## src/rtl/hdmi_pkg.sv

```systemverilog
// Shared types and constants for the HDMI video transmitter.
package hdmi_pkg;

    // Width of one colour lane on the 36-bit output bus.
    localparam int LANE_W = 12;

    // Default 640x480 timing in pixel clocks / lines.
    localparam int DEF_H_ACTIVE = 640;
    localparam int DEF_H_FP     = 16;
    localparam int DEF_H_SYNC   = 96;
    localparam int DEF_H_BP     = 48;
    localparam int DEF_V_ACTIVE = 480;
    localparam int DEF_V_FP     = 10;
    localparam int DEF_V_SYNC   = 2;
    localparam int DEF_V_BP     = 33;

    // Output sequencer states.
    typedef enum logic [1:0] {
        ST_IDLE = 2'd0,
        ST_SYNC = 2'd1,
        ST_RUN  = 2'd2
    } state_e;

    // True when lo <= val < hi.
    function automatic logic in_range(input int unsigned val,
                                      input int unsigned lo,
                                      input int unsigned hi);
        return (val >= lo) && (val < hi);
    endfunction

endpackage

```

## src/rtl/hdmi_video_tx_if.sv

```systemverilog
// Push/pop bus between the transmitter sequencer and its pixel buffer.
interface hdmi_video_tx_if #(
    parameter int W = 25
) ();
    logic         push;
    logic [W-1:0] wdata;
    logic         full;
    logic         pop;
    logic [W-1:0] rdata;
    logic         empty;

    // Sequencer side: produces pushes and pops, observes buffer status.
    modport master (output push, output wdata, output pop,
                    input  full, input  empty, input  rdata);

    // Buffer side.
    modport slave  (input  push, input  wdata, input  pop,
                    output full, output empty, output rdata);
endinterface

```

## src/rtl/hdmi_fifo.sv

```systemverilog
// First-word-fall-through pixel buffer: the head entry is always visible on
// rdata, so a word written into an empty buffer appears one cycle later.
module hdmi_fifo
    import hdmi_pkg::*;
#(
    parameter int W     = 25,
    parameter int DEPTH = 16
) (
    input  logic             clk,
    input  logic             rst,
    input  logic             flush,
    hdmi_video_tx_if.slave   bus
);

    localparam int AW = $clog2(DEPTH);
    localparam logic [AW:0] PTR_ONE = {{AW{1'b0}}, 1'b1};

    logic [W-1:0] mem_q [DEPTH];
    logic [AW:0]  wr_q, wr_d;
    logic [AW:0]  rd_q, rd_d;
    logic         full_s, empty_s, do_push_s, do_pop_s;

    // Extra pointer MSB distinguishes full from empty when the indices match.
    assign empty_s   = (wr_q == rd_q);
    assign full_s    = (wr_q[AW] != rd_q[AW]) && (wr_q[AW-1:0] == rd_q[AW-1:0]);
    assign do_push_s = bus.push && !full_s;
    assign do_pop_s  = bus.pop && !empty_s;

    assign bus.full  = full_s;
    assign bus.empty = empty_s;
    assign bus.rdata = mem_q[rd_q[AW-1:0]];

    // Next pointer values; a push and pop in the same cycle leave occupancy unchanged.
    always_comb begin
        wr_d = wr_q;
        rd_d = rd_q;
        if (do_push_s) begin
            wr_d = wr_q + PTR_ONE;
        end else begin
            wr_d = wr_q;
        end
        if (do_pop_s) begin
            rd_d = rd_q + PTR_ONE;
        end else begin
            rd_d = rd_q;
        end
    end

    // Pointer registers with reset and flush to empty.
    always_ff @(posedge clk) begin
        if (!rst || flush) begin
            wr_q <= '0;
            rd_q <= '0;
        end else begin
            wr_q <= wr_d;
            rd_q <= rd_d;
        end
    end

    // Storage array; contents need no reset because the pointers gate visibility.
    always_ff @(posedge clk) begin
        if (do_push_s) begin
            mem_q[wr_q[AW-1:0]] <= bus.wdata;
        end
    end

endmodule

```

## src/rtl/hdmi_video_tx.sv

```systemverilog
// HDMI video transmitter: buffers an incoming pixel stream, generates raster
// timing and aligns frames to the stream's start-of-frame marker.
module hdmi_video_tx
    import hdmi_pkg::*;
#(
    parameter int BPC        = 8,
    parameter int H_ACTIVE   = DEF_H_ACTIVE,
    parameter int H_FP       = DEF_H_FP,
    parameter int H_SYNC     = DEF_H_SYNC,
    parameter int H_BP       = DEF_H_BP,
    parameter int V_ACTIVE   = DEF_V_ACTIVE,
    parameter int V_FP       = DEF_V_FP,
    parameter int V_SYNC     = DEF_V_SYNC,
    parameter int V_BP       = DEF_V_BP,
    parameter bit HS_POL     = 1'b0,
    parameter bit VS_POL     = 1'b0,
    parameter int FIFO_DEPTH = 16
) (
    input  logic           clk,
    input  logic           rst,
    input  logic           en,
    input  logic [BPC-1:0] r,
    input  logic [BPC-1:0] g,
    input  logic [BPC-1:0] b,
    input  logic           sof,
    input  logic           video_valid,
    output logic           video_rdy,
    output logic [35:0]    HDMI_D,
    output logic           HDMI_DE,
    output logic           HDMI_HSYNC,
    output logic           HDMI_VSYNC,
    output logic           underflow
);

    localparam int H_TOTAL = H_ACTIVE + H_FP + H_SYNC + H_BP;
    localparam int V_TOTAL = V_ACTIVE + V_FP + V_SYNC + V_BP;
    localparam int HCW     = $clog2(H_TOTAL);
    localparam int VCW     = $clog2(V_TOTAL);
    localparam int PW      = 3 * BPC + 1;
    localparam logic [HCW-1:0] H_LAST = HCW'(H_TOTAL - 1);
    localparam logic [VCW-1:0] V_LAST = VCW'(V_TOTAL - 1);

    // Place a channel at the top of its lane, zero-filling the LSBs.
    function automatic logic [LANE_W-1:0] msb_align(input logic [BPC-1:0] c);
        return LANE_W'(c) << (LANE_W - BPC);
    endfunction

    hdmi_video_tx_if #(.W(PW)) fifo_bus ();

    state_e          state_q, state_d;
    logic [HCW-1:0]  h_q, h_d;
    logic [VCW-1:0]  v_q, v_d;
    logic [35:0]     d_q;
    logic            de_q, hs_q, vs_q, uf_q;
    logic            pop_s, show_s, uf_set_s;
    logic            active_s, origin_s, timing_on_s, head_sof_s;
    logic            hs_d, vs_d;
    logic [35:0]     pixel_s;

    hdmi_fifo #(.W(PW), .DEPTH(FIFO_DEPTH)) u_fifo (
        .clk   (clk),
        .rst   (rst),
        .flush (~en),
        .bus   (fifo_bus)
    );

    // Ready is held low in reset so the handshake matches the reset outputs.
    assign video_rdy      = en && rst && !fifo_bus.full;
    assign fifo_bus.push  = video_valid && video_rdy;
    assign fifo_bus.wdata = {sof, r, g, b};
    assign fifo_bus.pop   = pop_s;

    assign head_sof_s  = fifo_bus.rdata[PW-1];
    assign pixel_s     = {msb_align(fifo_bus.rdata[3*BPC-1 -: BPC]),
                          msb_align(fifo_bus.rdata[2*BPC-1 -: BPC]),
                          msb_align(fifo_bus.rdata[BPC-1 -: BPC])};
    assign timing_on_s = en && (state_q != ST_IDLE);
    assign active_s    = in_range(32'(h_q), 0, H_ACTIVE) && in_range(32'(v_q), 0, V_ACTIVE);
    assign origin_s    = (h_q == '0) && (v_q == '0);

    // Raster counters: held at zero while idle or disabled, free-running otherwise.
    always_comb begin
        h_d = '0;
        v_d = '0;
        if (timing_on_s) begin
            if (h_q == H_LAST) begin
                h_d = '0;
                v_d = (v_q == V_LAST) ? '0 : v_q + VCW'(1);
            end else begin
                h_d = h_q + HCW'(1);
                v_d = v_q;
            end
        end else begin
            h_d = '0;
            v_d = '0;
        end
    end

    // Sync levels for the current counter position, inactive while idle.
    always_comb begin
        hs_d = ~HS_POL;
        vs_d = ~VS_POL;
        if (timing_on_s && in_range(32'(h_q), H_ACTIVE + H_FP, H_ACTIVE + H_FP + H_SYNC)) begin
            hs_d = HS_POL;
        end else begin
            hs_d = ~HS_POL;
        end
        if (timing_on_s && in_range(32'(v_q), V_ACTIVE + V_FP, V_ACTIVE + V_FP + V_SYNC)) begin
            vs_d = VS_POL;
        end else begin
            vs_d = ~VS_POL;
        end
    end

    // Sequencer next state: discard until a start-of-frame pixel meets the
    // raster origin, then stream one pixel per active cycle until misaligned.
    always_comb begin
        state_d  = state_q;
        pop_s    = 1'b0;
        show_s   = 1'b0;
        uf_set_s = 1'b0;
        if (!en) begin
            state_d = ST_IDLE;
        end else begin
            case (state_q)
                ST_IDLE: begin
                    state_d = ST_SYNC;
                end
                ST_SYNC: begin
                    if (fifo_bus.empty) begin
                        state_d = ST_SYNC;
                    end else if (!head_sof_s) begin
                        pop_s = 1'b1;
                    end else if (origin_s) begin
                        pop_s   = 1'b1;
                        show_s  = 1'b1;
                        state_d = ST_RUN;
                    end else begin
                        state_d = ST_SYNC;
                    end
                end
                ST_RUN: begin
                    if (!active_s) begin
                        state_d = ST_RUN;
                    end else if (fifo_bus.empty) begin
                        uf_set_s = 1'b1;
                        state_d  = ST_SYNC;
                    end else if (head_sof_s != origin_s) begin
                        // Frame marker out of place: drop lock, leave the head for SYNC.
                        state_d = ST_SYNC;
                    end else begin
                        pop_s  = 1'b1;
                        show_s = 1'b1;
                    end
                end
                default: begin
                    state_d = ST_IDLE;
                end
            endcase
        end
    end

    // State, counters and registered outputs, all aligned to the same cycle.
    always_ff @(posedge clk) begin
        if (!rst) begin
            state_q <= ST_IDLE;
            h_q     <= '0;
            v_q     <= '0;
            d_q     <= '0;
            de_q    <= 1'b0;
            hs_q    <= ~HS_POL;
            vs_q    <= ~VS_POL;
            uf_q    <= 1'b0;
        end else begin
            state_q <= state_d;
            h_q     <= h_d;
            v_q     <= v_d;
            d_q     <= show_s ? pixel_s : 36'd0;
            de_q    <= show_s;
            hs_q    <= hs_d;
            vs_q    <= vs_d;
            uf_q    <= en ? (uf_q | uf_set_s) : 1'b0;
        end
    end

    assign HDMI_D     = d_q;
    assign HDMI_DE    = de_q;
    assign HDMI_HSYNC = hs_q;
    assign HDMI_VSYNC = vs_q;
    assign underflow  = uf_q;

endmodule

```

## config.mk

```make
export PLATFORM = sky130hd
export DESIGN_NAME = hdmi_video_tx
export DESIGN_NICKNAME = d
export VERILOG_FILES = /design/src/rtl/hdmi_pkg.sv /design/src/rtl/hdmi_video_tx_if.sv /design/src/rtl/hdmi_fifo.sv /design/src/rtl/hdmi_video_tx.sv
export SDC_FILE = /design/constraint.sdc
export NUM_CORES = 1
export LEC_CHECK = 0
export ABC_AREA = 1
export CORE_UTILIZATION = 65
export CTS_CLUSTER_DIAMETER = 40
export DETAILED_ROUTE_END_ITERATION = 8
export PLACE_DENSITY_LB_ADDON = 0.05
export SETUP_SLACK_MARGIN = 0.1
export SLEW_MARGIN = 20
export SYNTH_ARGS = -nofsm -noshare
export SYNTH_HDL_FRONTEND = slang
export SYNTH_SLANG_ARGS = --single-unit
```

## constraint.sdc

```tcl
create_clock -name clk -period 4.67 [get_ports clk]
set_input_delay 0.934 -clock clk [delete_from_list [all_inputs] [get_ports clk]]
set_output_delay 0.934 -clock clk [all_outputs]
set_load 0.01 [all_outputs]
```

==> results.cfg, run 1 <==
[finish]
diodes = 0
syn2layout_area_growth_pct = 14.1
drive_gt1_share_pct = 9.92
finalNetCount = 1595
fin_cells = 1970
final_util_pct = 75.7
fillers = 1768

[pwr]
clkPwrFrac_pct = 46.0
power_frac_comb_pct = 1.5
finalPower_uw = 8590
p_seq_share_pct = 52.5
intPower_uw = 6930
leakagePower_uw = 0.00714
p_sw_uw = 1660
max-vdd-ir-drop_v = 0.000399
switching_share_pct = 19.3
p_per_area_nw_per_um2 = 408

[die]
dieArea_um2 = 29100
core.rowCount = 61
io_pins = 70
core_um2 = 27900
die_x_um = 171
die_y_um = 171
start_util_pct = 66.3

[global_routing]
grt_pass1_vias = 11480
grt_overflow_total = 0
grt.total_usage_pct = 29.2
grt_pass1_wl_um = 63000
grt_max_degree = 167
antenna_found_initial = 0

[clock_network]
path_clk_slew_ns = 0.05
post_cts_buffers = 0
clock-sinks = 464
ctsResizeCount = 0
numCtsBuffers = 50
root_buffer = clkbuf_16
hold_buffers = 0
clk_path_buf_depth = 3
cts_tree = yes
cts_htree_levels = 2
clock_latency_ns = 0.55

[sta]
setup_viol_count_final = 0
relSlewSlack_pct = 35.0
tns_ns = 0
drv_slew = 0
finalHoldViolCount = 0
setup_slack_ns = 0.920
fmax_ghz = 0.267
fin_skew_ns = 0.0194
finalCritPeriodShare_pct = 80.3
min_period_ns = 3.75
rsz0062_at_grt = no
worst_pin_slew_ns = 0.973

[route]
totalWireLength_um = 41600
drc = 0
first_iter_violations = 1331
wl_per_cell_um = 21.1
vias = 11931
vias_per_cell = 6.06
ant_nets = 0
first_pass_iters = 5

[synth]
synth_edf_count = 400
synth.distinct_cells = 36
synth_top_area_cell = edfxtp_1
synth_async_sr_flop_share_pct = 0
avgSynthCellArea_um2 = 12.3
synth-seq-area-share_pct = 72.0
synth_area_um2 = 18500
yosys.area.top_type_share_pct = 65.0
synth_seq_cells = 464
syn_inst = 1504
synth_flop_cell = edfxtp_1
yosysWarnings = 0
yosysMostFrequentCell = edfxtp_1
ys_top_cells_by_count = 400 x edfxtp_1, 252 x nor2_1, 217 x o21ai_0, 153 x nand2_1, 64 x dfxtp_1
synthTopCellsByArea = edfxtp_1 65%, dfxtp_1 6.9%, o21ai_0 5.9%

[worst_setup_path]
crit_start = en
endpoint_kind = output port
slowest_stage = clkdlybuf4s50_1
max_stage_delay_ns = 0.54
ff2ff_setup_slack_ns = 1.53
r2r_cells = 11
cp-start-kind = primary input
cp_cell_sequence = clkdlybuf4s50_1, nand2_1, inv_1, nand2_1, inv_1, clkdlybuf4s50_1
worstPathArrival_ns = 2.82
path_class = in2out
r2r_end = HDMI_D[35]
cp-endpoint = video_rdy
critical_path.max_fanout = 15
required_ns = 3.74

[placement]
gp_congestion = 0.821
dp.cells = 1877
pre_cts_ws_ns = 0.712
hpwl_um = 23300
port_buffers = 57

[run]
maxCapViolations = 0

[worst_hold_path]
min_path_type = reg2reg

[run_status]
status = complete, no violations
==> state kept, by name, indices dropped and copies added, names as in the netlist, named ones only <==
signal and count:
HDMI_VSYNC 1, HDMI_HSYNC 1, u_fifo.mem_q 400, u_fifo.wr_q 5
underflow 1, HDMI_D 24, h_q 10, u_fifo.rd_q 5
HDMI_DE 1, state_q 2, v_q 10
==> cell usage in the layout, fill, tap and decap left out, types with 5 or more instances in the layout <==
cell,count
a21oi_1,24
buf_12,6
buf_4,17
bufinv_16,5
clkbuf_1,12
clkbuf_16,52
clkdlybuf4s50_1,57
clkinv_1,5
clkinv_2,6
conb_1,12
dfxtp_1,61
edfxtp_1,400
ha_1,15
inv_1,44
inv_2,7
nand2_1,153
nand2_2,5
nand3_1,41
nand4_1,5
nor2_1,236
nor2_2,23
nor2_4,16
nor3_1,7
o21ai_0,217
o21ai_1,27
o221ai_1,43
o22ai_1,53
xnor2_1,5
xor2_1,9
==> cells by family after synthesis <==
group	count (synthesis)	synth area share, %
simple gates	495	11.2
fa+ha+maj	15	1.02
xor+xnor	14	0.664
other cells	1	0.0203
buf+inv	148	3.92
compound gates	367	11.2
flops	464	72.0
==> power groups by stage <==
stage               registers (uW)  logic [uW]  clock network [uW]
detailed placement            4600         130                   0
floorplan                     4600        46.5                   0
global route                  4510         144                4150
CTS                           4510         130                3980
global placement              4600         127                   0
finish                        4510         132                3950
==> cell type report <==
| cell class | instances | area (um2) | share of cell area (%) |
|---|---|---|---|
| flip-flops and latches | 464 | 13300 | 63.1 |
| multi-input cells | 903 | 4620 | 21.9 |
| clock buffers | 68 | 1400 | 6.65 |
| repair buffers | 80 | 818 | 3.88 |
| well taps | 378 | 473 | 2.24 |
| clock inverters | 25 | 278 | 1.32 |
| inverters | 52 | 198 | 0.938 |
==> per-stage QoR <==
stage | area, um2 | hold slack (ns)
final | 21100 | 0.464
after floorplan | 18500 | 0.430
after CTS | 21100 | 0.477
after global routing | 21100 | 0.500
after global placement | 19400 | 0.448
after detailed placement | 19400 | 0.464
==> routing by layer <==
metal  global-route usage (%)  share of wire (%)  vias up
met5                        0                  0        -
met1                     41.0                 42     5818
li1                         -                  -     5508
met4                     10.5                3.2        0
met2                     47.0                 48      500
met3                     4.23                7.3      105
==> worst min path at each step <==
| stage | from | end | depth (start not counted) |
|---|---|---|---|
| detailed placement | h_q[0] | h_q[0] | 1 |
| finish | h_q[0] | h_q[0] | 1 |
| floorplan | h_q[0] | h_q[0] | 1 |
| global placement | h_q[0] | h_q[0] | 1 |
| CTS | h_q[0] | h_q[0] | 1 |
| global route | h_q[0] | h_q[0] | 1 |
==> critical path: cells and delay by family <==
kind                   cells  cell delay (ns)
buffers and inverters      4             1.45
and+or+nand+nor            2             0.44
Power figures use the tool's default switching activity.
==> run 2: changes to the inputs <==
--- a/config.mk
+++ b/config.mk
@@ -6,7 +6,7 @@
 export NUM_CORES = 1
 export LEC_CHECK = 0
 export ABC_AREA = 1
-export CORE_UTILIZATION = 65
+export CORE_UTILIZATION = 61
 export CTS_CLUSTER_DIAMETER = 40
 export DETAILED_ROUTE_END_ITERATION = 8
 export PLACE_DENSITY_LB_ADDON = 0.05
==> constraint.sdc (replaced) <==
create_clock -name clk -period 3.9 [get_ports clk]
set_input_delay 0.78 -clock clk [delete_from_list [all_inputs] [get_ports clk]]
set_output_delay 0.78 -clock clk [all_outputs]
set_load 0.01 [all_outputs]
==> results.cfg, run 2 (same netlist as run 1, synthesis figures left out) <==
[global_routing]
grt.total_usage_pct = 27.9
grt_overflow_total = 0
antenna_found_initial = 1
grt_pass1_wl_um = 64800
grt_pass1_vias = 11338
grt_max_degree = 180

[clock_network]
root_buffer = clkbuf_16
cts_htree_levels = 2
post_cts_buffers = 0
clock_latency_ns = 0.56
hold_buffers = 0
numCtsBuffers = 51
clock-sinks = 464
cts_tree = yes
path_clk_slew_ns = 0.05
clk_path_buf_depth = 3
ctsResizeCount = 0

[route]
first_iter_violations = 1276
wl_per_cell_um = 21.1
first_pass_iters = 7
drc = 0
vias = 11774
ant_nets = 0
vias_per_cell = 5.91
totalWireLength_um = 41900

[sta]
setup_slack_ns = 0.845
tns_ns = 0
rsz0062_at_grt = no
worst_pin_slew_ns = 0.852
drv_slew = 0
fmax_ghz = 0.327
finalHoldViolCount = 0
finalCritPeriodShare_pct = 78.3
fin_skew_ns = 0.0174
relSlewSlack_pct = 43.2
min_period_ns = 3.05
setup_viol_count_final = 0

[finish]
fin_cells = 1992
syn2layout_area_growth_pct = 14.6
final_common_cell = edfxtp_1
multiInputGateArea_um2 = 4620
drive_gt1_share_pct = 10.7
seq_area_um2 = 13300
finalNetCount = 1603
largest_reg_flops = 400
fillers = 2048
final_cell_mix = 400 x edfxtp_1, 236 x nor2_1, 217 x o21ai_0

[run]
maxCapViolations = 0

[worst_setup_path]
path_class = in2out
ff2ff_setup_slack_ns = 0.92
required_ns = 3.12
critical_path.max_fanout = 6
cp-start-kind = primary input
worstPathArrival_ns = 2.27
endpoint_kind = output port

[die]
core.rowCount = 63
start_util_pct = 62.2
io_pins = 70
die_x_um = 176
dieArea_um2 = 31000
die_y_um = 176
core_um2 = 29700

[placement]
hpwl_um = 22800
pre_cts_ws_ns = 0.654
gp_congestion = 0.833
port_buffers = 57
dp.cells = 1896

[run_status]
status = complete, no violations

[worst_hold_path]
min_path_type = reg2reg

[pwr]
max-vdd-ir-drop_v = 0.000381
p_per_area_nw_per_um2 = 489
leakagePower_uw = 0.00717
[run 2: cell types whose count changed in the layout (fill, tap and decap cells not counted), moves of 2 or more]
cell / previous run / this run
buf_4: 17 / 25
clkinv_1: 5 / 0
clkinvlp_4: 2 / 8
inv_6: 4 / 2
[run 2: final timing paths]
check / cells past startpoint / from / to
max reg2reg: 12 / flip-flop / HDMI_D[18]
min reg2reg: 1 / h_q[0] / h_q[0]
min: 1 / h_q[0] / h_q[0]
max: 6 / en / video_rdy
[run 2: per-stage QoR]
step | util (%) | power (uW) | cell area [um2] | hold WS, ns
after floorplan | - | 5560 | 18500 | 0.430
after global placement | 65.5 | 5650 | 19500 | 0.446
after detailed placement | 65.5 | 5660 | 19500 | 0.452
after CTS | 71.2 | 10400 | 21200 | 0.465
after global routing | 71.2 | 10600 | 21200 | 0.498
final | 71.2 | 10300 | 21200 | 0.462
[run 2: worst max-delay path, stage by stage]
cell and delay [ns]:
clkdlybuf4s50_1 0.47, nand2_1 0.06, inv_1 0.20, nand2_1 0.13
inv_1 0.10, clkdlybuf4s50_1 0.53
[run 2: area by class of cell]
| type | count | share of cell area (%) |
|---|---|---|
| antenna | 1 | 0.0118 |
| clock buffer | 71 | 6.82 |
| clock inverter | 24 | 1.25 |
| inverter | 52 | 0.934 |
| multi-input combinational | 903 | 21.8 |
| sequential | 464 | 62.8 |
| tap | 390 | 2.31 |
| timing repair buffer | 87 | 4.05 |
[run 2: routing by layer]
layer | GRT usage [%] | routed length, um
met2 | 43.6 | 19500
met4 | 9.42 | 1160
met5 | 0 | 0
met1 | 40.6 | 18300
met3 | 4.24 | 3000
[run 2: report_power, final]
| group | total [uW] | switching (uW) | leakage [uW] | internal [uW] |
|---|---|---|---|---|
| sequential | 5400 | 3.94 | 0.00412 | 5400 |
| combinational | 153 | 109 | 0.00224 | 43.6 |
| clock | 4790 | 1920 | 0.000815 | 2870 |
| total | 10300 | 2030 | 0.00717 | 8310 |
==> run 3: changes to the inputs <==
--- a/config.mk
+++ b/config.mk
@@ -6,7 +6,7 @@
 export NUM_CORES = 1
 export LEC_CHECK = 0
 export ABC_AREA = 1
-export CORE_UTILIZATION = 61
+export CORE_UTILIZATION = 55
 export CTS_CLUSTER_DIAMETER = 40
 export DETAILED_ROUTE_END_ITERATION = 8
 export PLACE_DENSITY_LB_ADDON = 0.05
==> constraint.sdc (replaced) <==
create_clock -name clk -period 2.7 [get_ports clk]
set_input_delay 0.54 -clock clk [delete_from_list [all_inputs] [get_ports clk]]
set_output_delay 0.54 -clock clk [all_outputs]
set_load 0.01 [all_outputs]
==> results.cfg, run 3 (same netlist as run 1, synthesis figures left out) <==
[run_status]
status = complete, no violations

[finish]
syn2layout_area_growth_pct = 18.5
drive_gt1_share_pct = 12.6
final_cell_mix = 400 x edfxtp_1, 235 x nor2_1, 217 x o21ai_0
largest_reg_flops = 400
diodes = 0
fin_cells = 2074
final_util_pct = 66.8
final_common_cell = edfxtp_1
finalNetCount = 1626

[global_routing]
grt_pass1_wl_um = 65900
antenna_found_initial = 1
grt_pass1_vias = 11538
grt.total_usage_pct = 25.8
grt_max_degree = 153
grt_overflow_total = 0

[worst_setup_path]
path_class = reg2out
critical_path.max_fanout = 5
worstPathArrival_ns = 1.90
endpoint_kind = output port
ff2ff_setup_slack_ns = 0.34
cp-start-kind = flip-flop
required_ns = 2.16

[sta]
finalHoldViolCount = 0
finalCritPeriodShare_pct = 90.4
drv_slew = 0
rsz0062_at_grt = no
relSlewSlack_pct = 50.3
whs_ns = 0.468
fin_skew_ns = 0.0195
setup_viol_count_final = 0
worst_pin_slew_ns = 0.743
fmax_ghz = 0.410
min_period_ns = 2.44

[worst_hold_path]
min_path_type = reg2reg

[die]
io_pins = 70
die_y_um = 185
die_x_um = 185
start_util_pct = 56.3
core.rowCount = 66
core_um2 = 32800
dieArea_um2 = 34300

[clock_network]
hold_buffers = 0
clock_latency_ns = 0.57
post_cts_buffers = 0
clk_path_buf_depth = 3
numCtsBuffers = 59
path_clk_slew_ns = 0.06
cts_tree = yes
root_buffer = clkbuf_16
cts_htree_levels = 2
clock-sinks = 464

[pwr]
p_seq_share_pct = 48.5
switching_share_pct = 19.6
power_frac_comb_pct = 1.6
max-vdd-ir-drop_v = 0.000544
leakagePower_uw = 0.00748
finalPower_uw = 16100
intPower_uw = 12900
clkPwrFrac_pct = 50.0
p_per_area_nw_per_um2 = 735
p_sw_uw = 3150

[placement]
hpwl_um = 25300
gp_congestion = 0.815
port_buffers = 57
dp.cells = 1963

[route]
vias = 11974
vias_per_cell = 5.77
first_iter_violations = 1074
totalWireLength_um = 43500
drc = 0
ant_nets = 0
first_pass_iters = 5
wl_per_cell_um = 21.0

[run]
maxCapViolations = 0
run 3: cell types whose count changed in the layout (fill, tap and decap cells not counted), moves of 3 or more:
| cell | delta |
|---|---|
| buf_12 | +15 |
| bufinv_16 | +5 |
| clkbuf_16 | +8 |
| clkbuf_8 | -3 |
| clkinv_1 | +3 |
| clkinv_4 | +5 |
| clkinvlp_4 | -4 |
| dfxtp_1 | -4 |
| dfxtp_2 | +3 |
run 3: metal layers:
metal / share of wire [%] / track usage, %
met5: 0 / 0
met4: 1.8 / 7.93
met3: 7.2 / 4.29
met2: 46 / 40.2
met1: 45 / 37.3
run 3: worst paths after layout:
| kind | from | end | cells past startpoint |
|---|---|---|---|
| max | u_fifo.wr_q[0] | video_rdy | 8 |
| min | underflow | underflow | 2 |
| max reg2reg | v_q[0] | HDMI_D[8] | 12 |
| min reg2reg | underflow | underflow | 2 |
run 3: final cells by class:
cell class / instances / area, um2
clock buffer: 74 / 1600
clock inverter: 37 / 467
fill: 2429 / 10900
inverter: 52 / 198
multi-input combinational: 903 / 4620
sequential: 464 / 13300
tap: 442 / 553
timing repair buffer: 102 / 1160
run 3: through the flow:
stage | setup slack, ns | setup TNS, ns | cell area, um2
2_1_floorplan | -0.0358 | -8.76 | 18500
3_3_place_gp | 0.0700 | 0 | 19800
3_5_place_dp | 0.0519 | 0 | 19800
4_1_cts | 0.239 | 0 | 21900
5_1_grt | 0.102 | 0 | 21900
6_report | 0.259 | 0 | 21900
run 3: power groups by stage:
stage          registers [uW]  logic, uW  clock network, uW
3_3_place_gp             7950        249                  0
3_5_place_dp             7950        251                  0
4_1_cts                  7800        252               8140
2_1_floorplan            7950       80.5                  0
5_1_grt                  7800        275               8420
6_report                 7800        252               8040
run 3: critical path, stage by stage (launching register included):
cell and delay (ns):
dfxtp_2 0.37, inv_1 0.12, nand2_1 0.08, nand2_1 0.06
nor2_2 0.14, nand3b_1 0.10, nand2_1 0.11, inv_1 0.07
dlygate4sd2_1 0.28
run 3: what timing repair did:
action | CTS | global route
setup endpoints to repair | 1 | 0
resized for setup | 7 | 0
endpoints found under the hold margin | 0 | 0
